### config.mk
export PLATFORM = sky130hd
export DESIGN_NAME = piece_queue_flat
export DESIGN_NICKNAME = d
export VERILOG_FILES = /design/src/rtl/piece_queue_if.sv /design/src/rtl/piece_queue.sv /design/src/flat_wrapper.sv
export SDC_FILE = /design/constraint.sdc
export NUM_CORES = 1
export LEC_CHECK = 0
export BUFFER_PORTS_ARGS = -buffer_cell sky130_fd_sc_hd__buf_2
export CORE_AREA = 2 2 112 114
export DETAILED_ROUTE_END_ITERATION = 6
export DIE_AREA = 0 0 114 116
export MAX_ROUTING_LAYER = met4
export PLACE_DENSITY = 0.65
export SYNTH_ARGS = -nofsm -noshare
export SYNTH_HDL_FRONTEND = slang
export SYNTH_SLANG_ARGS = --single-unit
### constraint.sdc
create_clock -name clk -period 2.4 [get_ports clk]
set_input_delay 0.36 -clock clk [delete_from_list [all_inputs] [get_ports clk]]
set_output_delay 0.36 -clock clk [all_outputs]
set_load 0.005 [all_outputs]
### src/rtl/piece_queue_if.sv
// Bag-fetch handshake with the randombag generator plus the game-side pop/preview bus.
interface piece_queue_if #(
  parameter int unsigned PREVIEW = 3
);
  logic                   newbag;
  logic                   bag_ready;
  logic [20:0]            bag_pieces;
  logic                   piece_req;
  logic                   piece_valid;
  logic [2:0]             piece;
  logic [3*PREVIEW-1:0]   preview;
  logic                   bag_err;

  modport master (
    output bag_ready, bag_pieces, piece_req,
    input  newbag, piece_valid, piece, preview, bag_err
  );

  modport slave (
    input  bag_ready, bag_pieces, piece_req,
    output newbag, piece_valid, piece, preview, bag_err
  );
endinterface

### src/rtl/piece_queue.sv
// Two-bag piece FIFO: fetches 7-piece bags from randombag, dispenses one piece per request
// and exposes a registered look-ahead window behind the head piece.
module piece_queue #(
  parameter int unsigned PREVIEW = 3
) (
  input  logic          clk,
  input  logic          nreset,
  piece_queue_if.slave  bus
);
  localparam int unsigned DEPTH = 14;
  localparam int unsigned BAG   = 7;
  localparam int unsigned CW    = 4;
  localparam int unsigned PW    = 3;
  localparam logic [PW-1:0] EMPTY = 3'd7;

  typedef enum logic {REQ, WAIT} state_t;

  state_t          state, state_n;
  logic [CW-1:0]   count, count_n, count_base;
  logic [PW-1:0]   mem   [DEPTH];
  logic [PW-1:0]   mem_n [DEPTH];
  logic [PW-1:0]   bag   [BAG];
  logic [2:0]      off;
  logic [7:0]      seen;
  logic            ready_q, newbag_q, valid_q, err_q;
  logic            newbag_c, load_c, pop_c, bad_c;

  for (genvar g = 0; g < BAG; g++) begin : g_unpack
    assign bag[g] = bus.bag_pieces[PW*g +: PW];
  end

  always_ff @(posedge clk or negedge nreset) begin
    if (!nreset) state <= REQ;
    else         state <= state_n;
  end

  // Fetch control: request when one bag of room is free, load on a fresh ready edge.
  always_comb begin
    state_n  = state;
    newbag_c = 1'b0;
    load_c   = 1'b0;
    case (state)
      REQ: begin
        if (count <= CW'(BAG)) begin
          newbag_c = 1'b1;
          state_n  = WAIT;
        end
      end
      WAIT: begin
        if (bus.bag_ready && !ready_q) begin
          load_c  = 1'b1;
          state_n = REQ;
        end
      end
      default: state_n = REQ;
    endcase
  end

  assign pop_c = bus.piece_req && valid_q;

  // Pop shifts toward the head first, so a same-cycle load lands behind the surviving entries.
  always_comb begin
    mem_n      = mem;
    off        = 3'd0;
    count_base = pop_c ? count - CW'(1) : count;
    if (pop_c) begin
      for (int i = 0; i < DEPTH - 1; i++) mem_n[i] = mem[i+1];
      mem_n[DEPTH-1] = EMPTY;
    end
    if (load_c) begin
      for (int i = 0; i < DEPTH; i++) begin
        if (i >= int'(count_base) && i < int'(count_base) + int'(BAG)) begin
          off      = 3'(i - int'(count_base));
          mem_n[i] = bag[off];
        end
      end
    end
    count_n = load_c ? count_base + CW'(BAG) : count_base;
  end

  // A valid bag is a permutation of 0..6: no code 7 and no repeats.
  always_comb begin
    seen  = 8'd0;
    bad_c = 1'b0;
    for (int j = 0; j < BAG; j++) begin
      if (bag[j] == EMPTY || seen[bag[j]]) bad_c = 1'b1;
      seen[bag[j]] = 1'b1;
    end
  end

  always_ff @(posedge clk or negedge nreset) begin
    if (!nreset) begin
      count    <= '0;
      ready_q  <= 1'b0;
      newbag_q <= 1'b0;
      valid_q  <= 1'b0;
      err_q    <= 1'b0;
      mem      <= '{default: EMPTY};
    end else begin
      count    <= count_n;
      ready_q  <= bus.bag_ready;
      newbag_q <= newbag_c;
      valid_q  <= (count_n != '0);
      mem      <= mem_n;
      if (load_c && bad_c) err_q <= 1'b1;
    end
  end

  assign bus.newbag      = newbag_q;
  assign bus.piece_valid = valid_q;
  assign bus.piece       = mem[0];
  assign bus.bag_err     = err_q;

  for (genvar k = 0; k < PREVIEW; k++) begin : g_preview
    assign bus.preview[PW*k +: PW] = mem[k+1];
  end

  a_no_overflow: assert property (@(posedge clk) disable iff (!nreset) count <= CW'(DEPTH));

endmodule

### src/flat_wrapper.sv
// flat-port wrapper written by rule: the top's interface ports become plain ports
module piece_queue_flat 
#(
  parameter int unsigned PREVIEW = 3
)
  (clk, nreset, bus_bag_ready, bus_bag_pieces, bus_piece_req, bus_newbag, bus_piece_valid, bus_piece, bus_preview, bus_bag_err);
  piece_queue_if #(.PREVIEW(PREVIEW)) bus_i ();
  input  logic clk;
  input  logic nreset;
  input wire logic [$bits(bus_i.bag_ready)-1:0] bus_bag_ready;
  input wire logic [$bits(bus_i.bag_pieces)-1:0] bus_bag_pieces;
  input wire logic [$bits(bus_i.piece_req)-1:0] bus_piece_req;
  output wire logic [$bits(bus_i.newbag)-1:0] bus_newbag;
  output wire logic [$bits(bus_i.piece_valid)-1:0] bus_piece_valid;
  output wire logic [$bits(bus_i.piece)-1:0] bus_piece;
  output wire logic [$bits(bus_i.preview)-1:0] bus_preview;
  output wire logic [$bits(bus_i.bag_err)-1:0] bus_bag_err;
  assign bus_i.bag_ready = bus_bag_ready;
  assign bus_i.bag_pieces = bus_bag_pieces;
  assign bus_i.piece_req = bus_piece_req;
  assign bus_newbag = bus_i.newbag;
  assign bus_piece_valid = bus_i.piece_valid;
  assign bus_piece = bus_i.piece;
  assign bus_preview = bus_i.preview;
  assign bus_bag_err = bus_i.bag_err;
  piece_queue #(.PREVIEW(PREVIEW)) u_core (.clk(clk), .nreset(nreset), .bus(bus_i));
endmodule
### Word level (Yosys, flattened, before mapping)

Memory sizes are Yosys's and may differ from the RTL's.
Cells that the tools add are included.

| cells by class | value |
|---|---|
| bitwise operators | 20 |
| reductions and logical operators | 32 |
| add/sub/neg operators | 17 |
| $lt $le $gt $ge | 56 |
| multiplexer cells | 98 |
| equality and inequality tests | 7 |

Operator list:

| cell | number |
|---|---|
| 5-bit by 32-bit less-than comparator with 1-bit output (first input constant) | 6 |
| 4-bit by 32-bit less-than comparator with 1-bit output (first input constant) | 4 |
| 3-bit binary-select mux with 3-bit select | 14 |
| 3-bit 2-to-1 mux | 42 |
| 42-bit 2-to-1 mux | 2 |
| 3-bit by 32-bit less-than comparator with 1-bit output (first input constant) | 2 |
| 4-bit greater-or-equal comparator (second input constant) | 14 |
| 3-bit NOT with 4-bit output | 14 |
| 8-bit bitwise OR | 5 |
| 1-bit by 32-bit less-than comparator with 1-bit output (first input constant) | 1 |
| 2-bit by 32-bit less-than comparator with 1-bit output (first input constant) | 1 |
| 3-bit by 4-bit less-than comparator with 1-bit output (second input constant) | 7 |
| 1-bit 2-to-1 mux | 25 |
| 4-bit greater-or-equal comparator (first input constant) | 6 |
| 1-bit logical AND | 23 |
| 3-bit equality test (second input constant) | 7 |
| 1-bit binary-select mux with 3-bit select | 6 |
| 1-bit demux with 3-bit select | 6 |
| 3-bit by 1-bit greater-or-equal comparator with 1-bit output (second input constant) | 6 |
| 3-bit subtractor (first input constant) | 6 |
| 3-bit by 4-bit greater-or-equal comparator with 1-bit output (first input constant) | 4 |
| 1-bit by 3-bit subtractor with 3-bit output (first input constant) | 4 |
| 2-bit by 3-bit subtractor with 3-bit output (first input constant) | 4 |
| 1-bit by 4-bit greater-or-equal comparator with 1-bit output (first input constant) | 2 |
| 11 further kinds | 19 |

| word-level totals | value |
|---|---|
| memories | 1 |
| bits in registers | 51 |
| word-level logic and storage cells | 251 |
| ROM bits | 8 |
| output and inout bits | 15 |
| input port bits | 25 |

Memories:

| memory | depth | bits a word | read ports | clocked after memory_dff | write ports | line | RTL |
|---|---|---|---|---|---|---|---|
| (name not given) | 8 | 1 | 1 | 0 | 0 | piece_queue.sv:86 | `if (bag[j] == EMPTY \|\| seen[bag[j]]) bad_c = 1'b1;` |

### Longest topological paths before layout

| logic depth | value |
|---|---|
| depth after elaboration | 14 |
| mapped depth | 12 |
| mapped depth without buffers | 11 |

### Worst setup path after synthesis

OpenSTA, ideal clock, no wires.

| timing path | value |
|---|---|
| path type | register to register |
| from | register u_core.valid_q (netlist: u_core.bus.piece_valid) |
| to | register u_core.mem[24] in the netlist's numbering |
| arrival time | 2.599 ns |
| path slack | -0.274 ns |
| period minus slack after synthesis | 2.674 ns |
| data required time | 2.325 ns |
| buffers on the path | 2 |
| setup time | 0.075 ns |
| cell stages (with the launch flop) | 12 |
| path through | dfrtp_1 > and3b_1 > buf_2 > nor2_4 > inv_2 > buf_2 > ha_1 > inv_2 > o211ai_2 > mux2i_2 > a2111oi_4 > mux2i_1 |

RTL lines:

| item | line | RTL |
|---|---|---|
| start, declared | piece_queue.sv:25 | `logic ready_q, newbag_q, valid_q, err_q;` |
| start signal, assigned | piece_queue.sv:103 | `valid_q <= (count_n != '0);` |
| end signal, assigned | piece_queue.sv:104 | `mem <= mem_n;` |
| end, declared | piece_queue.sv:20 | `logic [PW-1:0] mem [DEPTH];` |

==> metrics.csv <==
stage;metric;value;unit
synth;number of enable-type register cells in the synthesized netlist;0;
final_layout;total area of sequential cells;1330;um2
timing;Worst Clk Skew;8.35;ps
cts;number of H-tree branching levels;2;
global_routing;vias in the first global route;4171;
synth;Yosys top cell area share;0.245;
pwr;Power per Cell Area;1590;nW/um2
timing;post-route setup slack;29.6;ps
pwr;static leakage;2.44;nW
floorplan;starting density of the core;0.395;
final_layout;non-filler instance count after layout;713;
place;IO buf count;39;
route;number of detailed-routing iterations run before antenna repair;5;
floorplan;die area;13200;um2
cts;number of buffers on the longest clock path;2;
timing;setup repair after global routing missed its margin;yes;
final_layout;filler instances;1144;
critical_path;highest net fanout along the worst path;5;
route;DRC violations left;0;
cts;source-to-sink clock delay at the later pin of the worst-skew pair;300;ps
synth;number of warnings issued by yosys;0;
critical_path;kind of end point of the critical path;flip-flop;
route;DRT Wirelength;13400;um
critical_path;Worst EP arrival;2590;ps
run;Max Cap Viol;0;
floorplan;I/O pins;40;
worst_hold_path;Hold Path Class;in2async;
critical_path;category of the most critical setup path;reg2reg;
critical_path;startpoint type of the worst setup path;flip-flop;
route;average via count per standard cell;5.94;
synth;part of the Yosys area used for sequential elements;0.282;
pwr;Net Sw Power;4.12;mW
final_layout;Total Nets Final;599;
global_routing;wire length of the first global-routing pass;21600;um
synth;share of synthesized flip-flops with an asynchronous set or reset;1.00;
timing;maximum frequency from static timing analysis;422;MHz
cts;clock tree from TritonCTS;done;
critical_path;CP max stage cell;sky130_fd_sc_hd__or3_4;
floorplan;height of the die;116;um
cts;CTS Root Cell;sky130_fd_sc_hd__clkbuf_16;
cts;clk sinks;51;
critical_path;cell breakdown of the critical path;buf_4 > or3_4 > or3_4 > nand3_2 > mux2i_2 > a2111oi_4 > buf_4 > mux2i_1;
synth;ranking of synthesized cells by area;sky130_fd_sc_hd__mux2i_1, sky130_fd_sc_hd__dfstp_2, sky130_fd_sc_hd__dfrtp_1, sky130_fd_sc_hd__o21ai_0, sky130_fd_sc_hd__nand2_1;
cts;hold buffer count at CTS;0;
pwr;cell-internal power;4.73;mW
place;post-DP HPWL;10500;um
global_routing;initial antenna violation count;0;
floorplan;row count;40;
place;cell total after placement;702;
critical_path;data required time at the worst endpoint;2620;ps
pwr;maximum vdd drop;524;uV
timing;final-report hold violation count;0;
critical_path;path depth of the worst reg2reg path;8;
synth;post-synthesis cell count;513;
synth;most frequently used flop master after synthesis;sky130_fd_sc_hd__dfstp_2;
final_layout;diode count;0;
place;setup slack at placement;-34.2;ps
floorplan;x dimension of the die;114;um
pwr;Total Power;8.84;mW
pwr;clock group share of total power;0.080;
cts;Clk pin slew, worst setup/hold paths;70;ps
global_routing;gr usage total;0.213;
timing;worst relative slew slack;0.572;
synth;syn_nets;546;
timing;ratio of final minimum period to clock period;0.988;
global_routing;pin count of the biggest net entering global routing;38;
timing;setup violators final;0;
critical_path;source of the worst register-to-register timing path;u_core.count[1]$_DFF_PN0_;
timing;Period minus WS final;2370;ps
route;vias;4236;
critical_path;maximum cell stage delay along the critical path;430;ps
pwr;net switching share of the total power;0.465;
run_status;result of the run;completed;
final_layout;fraction of layout instances using a drive strength above 1;0.345;
global_routing;total congestion overflow after global routing;0;
place;global placement routability congestion;0.920;
synth;total of flip-flops plus latches after synthesis;51;
timing;max-slew violation count;0;
synth;area leader, netlist;sky130_fd_sc_hd__mux2i_1;
route;DRT antenna net count;0;
final_layout;area overhead of the layout relative to synthesis;17.9;%
cts;clock buffer count from CTS;5;
synth;number of unique standard cell types used by synthesis;69;
timing;slew at the pin with the worst max-slew slack;643;ps
final_layout;area taken by multi-input logic gates;3220;um2
critical_path;Crit. Startpoint;u_core.count[1]$_DFF_PN0_;
final_layout;post-layout util;0.466;
pwr;part of the power in registers;0.201;
route;average detailed-routed wire length per instance;18.8;um
route;number of DRC violations after detailed-routing iteration 0;244;
pwr;combinational power share;0.719;
synth;Mean Syn Cell Area;9.17;um2
floorplan;area of the core;11900;um2
synth;Synth Cell Area;4700;um2
## synthesized netlist by cell type (3+ instances only)
master and n:
sky130_fd_sc_hd__a211oi_1 4, sky130_fd_sc_hd__nand2_1 29, sky130_fd_sc_hd__xnor2_1 6, sky130_fd_sc_hd__nand3_1 16, sky130_fd_sc_hd__ha_1 8, sky130_fd_sc_hd__nand3b_1 12, sky130_fd_sc_hd__buf_4 12, sky130_fd_sc_hd__o2bb2ai_1 6
sky130_fd_sc_hd__nor2_1 25, sky130_fd_sc_hd__a311oi_1 4, sky130_fd_sc_hd__o32ai_1 3, sky130_fd_sc_hd__nor3_1 13, sky130_fd_sc_hd__buf_2 12, sky130_fd_sc_hd__a211o_1 3, sky130_fd_sc_hd__o21ai_0 22, sky130_fd_sc_hd__and2_1 6
sky130_fd_sc_hd__or3b_2 8, sky130_fd_sc_hd__nand2b_1 7, sky130_fd_sc_hd__a31oi_1 12, sky130_fd_sc_hd__xor2_1 3, sky130_fd_sc_hd__a21o_1 4, sky130_fd_sc_hd__inv_2 4, sky130_fd_sc_hd__o22ai_1 3, sky130_fd_sc_hd__a21oi_1 19
sky130_fd_sc_hd__dfrtp_1 9, sky130_fd_sc_hd__nor3b_1 4, sky130_fd_sc_hd__o31ai_1 4, sky130_fd_sc_hd__or3_1 6, sky130_fd_sc_hd__inv_1 12, sky130_fd_sc_hd__clkbuf_1 20, sky130_fd_sc_hd__and3_1 5, sky130_fd_sc_hd__nand4_1 7
sky130_fd_sc_hd__mux2i_1 115, sky130_fd_sc_hd__dfstp_2 42
## state kept, by name (all words and copies together), names as in the netlist
| name | count |
|---|---|
| u_core.ready_q | 1 |
| u_core.mem | 30 |
| u_core.bus.bag_err | 1 |
| u_core.bus.piece | 3 |
| u_core.state | 1 |
| u_core.count | 4 |
| u_core.bus.preview | 9 |
| u_core.bus.newbag | 1 |
| u_core.bus.piece_valid | 1 |
## metal layers
layer | part of all wire | track usage | wire (um) | vias up
li1 | - | - | - | 2013
met1 | 0.44 | 0.262 | 5820 | 2047
met2 | 0.50 | 0.366 | 6630 | 152
met3 | 0.044 | 0.0225 | 592 | 24
met4 | 0.025 | 0.0756 | 332 | 0
met5 | 0 | - | 0 | -
## kinds of logic (layout without fill, tap and decap cells)
| kind of cell | count (synthesis) | after routing | share of synthesized area |
|---|---|---|---|
| xor gates and xnor gates | 10 | 10 | 0.0202 |
| buffers and inverters | 62 | 115 | 0.0622 |
| DFF | 51 | 51 | 0.282 |
| muxes | 116 | 116 | 0.248 |
| and+or+nand+nor | 158 | 158 | 0.195 |
| adders and majority gates | 8 | 8 | 0.0213 |
| AOI/OAI and AO/OA | 108 | 108 | 0.171 |
## cell type report
| type | instances | area share |
|---|---|---|
| inverter | 16 | 0.0117 |
| timing repair buffer | 92 | 0.110 |
| multi-input combinational | 400 | 0.580 |
| tap | 147 | 0.0332 |
| clock inverter | 2 | 0.00248 |
| sequential | 51 | 0.240 |
| clock buffer | 5 | 0.0226 |
## worst paths after layout
path / slack (ps) / to
worst max register to register: 30 / u_core.mem[26]$_DFF_PN1_
worst max-delay path: 30 / u_core.mem[26]$_DFF_PN1_
max in group asynchronous: 1600 / u_core.mem[2]$_DFF_PN1_
min in group clk: 180 / u_core.ready_q$_DFF_PN0_
worst min-delay path: 80 / u_core.count[2]$_DFF_PN0_
worst min register to register: 450 / u_core.bus.newbag$_DFF_PN0_
## cell usage in the layout, fill, tap and decap left out, types with 3 or more instances in the layout
cell / instances
sky130_fd_sc_hd__inv_2: 5
sky130_fd_sc_hd__xnor2_1: 4
sky130_fd_sc_hd__or3_1: 6
sky130_fd_sc_hd__ha_4: 4
sky130_fd_sc_hd__o2bb2ai_1: 6
sky130_fd_sc_hd__nor3_1: 13
sky130_fd_sc_hd__a21oi_1: 18
sky130_fd_sc_hd__ha_1: 3
sky130_fd_sc_hd__nand3b_1: 12
sky130_fd_sc_hd__mux2i_1: 115
sky130_fd_sc_hd__nor3b_1: 4
sky130_fd_sc_hd__a211oi_1: 4
sky130_fd_sc_hd__or3b_2: 8
sky130_fd_sc_hd__and2_1: 4
sky130_fd_sc_hd__clkbuf_16: 5
sky130_fd_sc_hd__a31oi_1: 12
sky130_fd_sc_hd__nand2_1: 29
sky130_fd_sc_hd__o32ai_1: 3
sky130_fd_sc_hd__buf_4: 51
sky130_fd_sc_hd__xor2_1: 3
sky130_fd_sc_hd__a211o_1: 3
sky130_fd_sc_hd__inv_1: 10
sky130_fd_sc_hd__nand2b_1: 6
sky130_fd_sc_hd__dfstp_2: 42
sky130_fd_sc_hd__o22ai_1: 3
sky130_fd_sc_hd__nand3_1: 15
sky130_fd_sc_hd__o21ai_0: 20
sky130_fd_sc_hd__nor2_1: 25
sky130_fd_sc_hd__dfrtp_1: 8
sky130_fd_sc_hd__o31ai_1: 4
sky130_fd_sc_hd__a311oi_1: 4
sky130_fd_sc_hd__a21o_1: 3
sky130_fd_sc_hd__and3_1: 5
sky130_fd_sc_hd__buf_2: 39
sky130_fd_sc_hd__nand4_1: 7
## timing repair
action	CTS	global route
hold endpoints to repair	0	0
resized for setup	3	17
setup endpoints to repair	6	25
pin swaps	2	6
setup buffers	1	3
## critical path, delay by kind of cell (launching register included)
family / cells / cell delay [ps]
compound gates: 1 / 330
buf+inv: 2 / 330
flops: 1 / 400
mux: 2 / 300
simple gates: 3 / 930
## power groups by stage
stage	Combinational [mW]	Clock (mW)	Sequential, mW
5_1_grt	6.81	0.749	1.83
3_5_place_dp	6.03	0	1.77
2_1_floorplan	4.17	0	1.67
6_report	6.36	0.711	1.78
4_1_cts	6.10	0.723	1.77
3_3_place_gp	5.88	0	1.75
## through the flow
stage	hold WS (ps)	area, um2	TNS (ps)
finish	77.4	5550	0
global route	123	5550	-245
CTS	93.4	5450	0
detailed placement	418	5280	-91.2
global placement	409	5280	0
floorplan	64.4	4760	-811
Power figures use the tool's default switching activity.
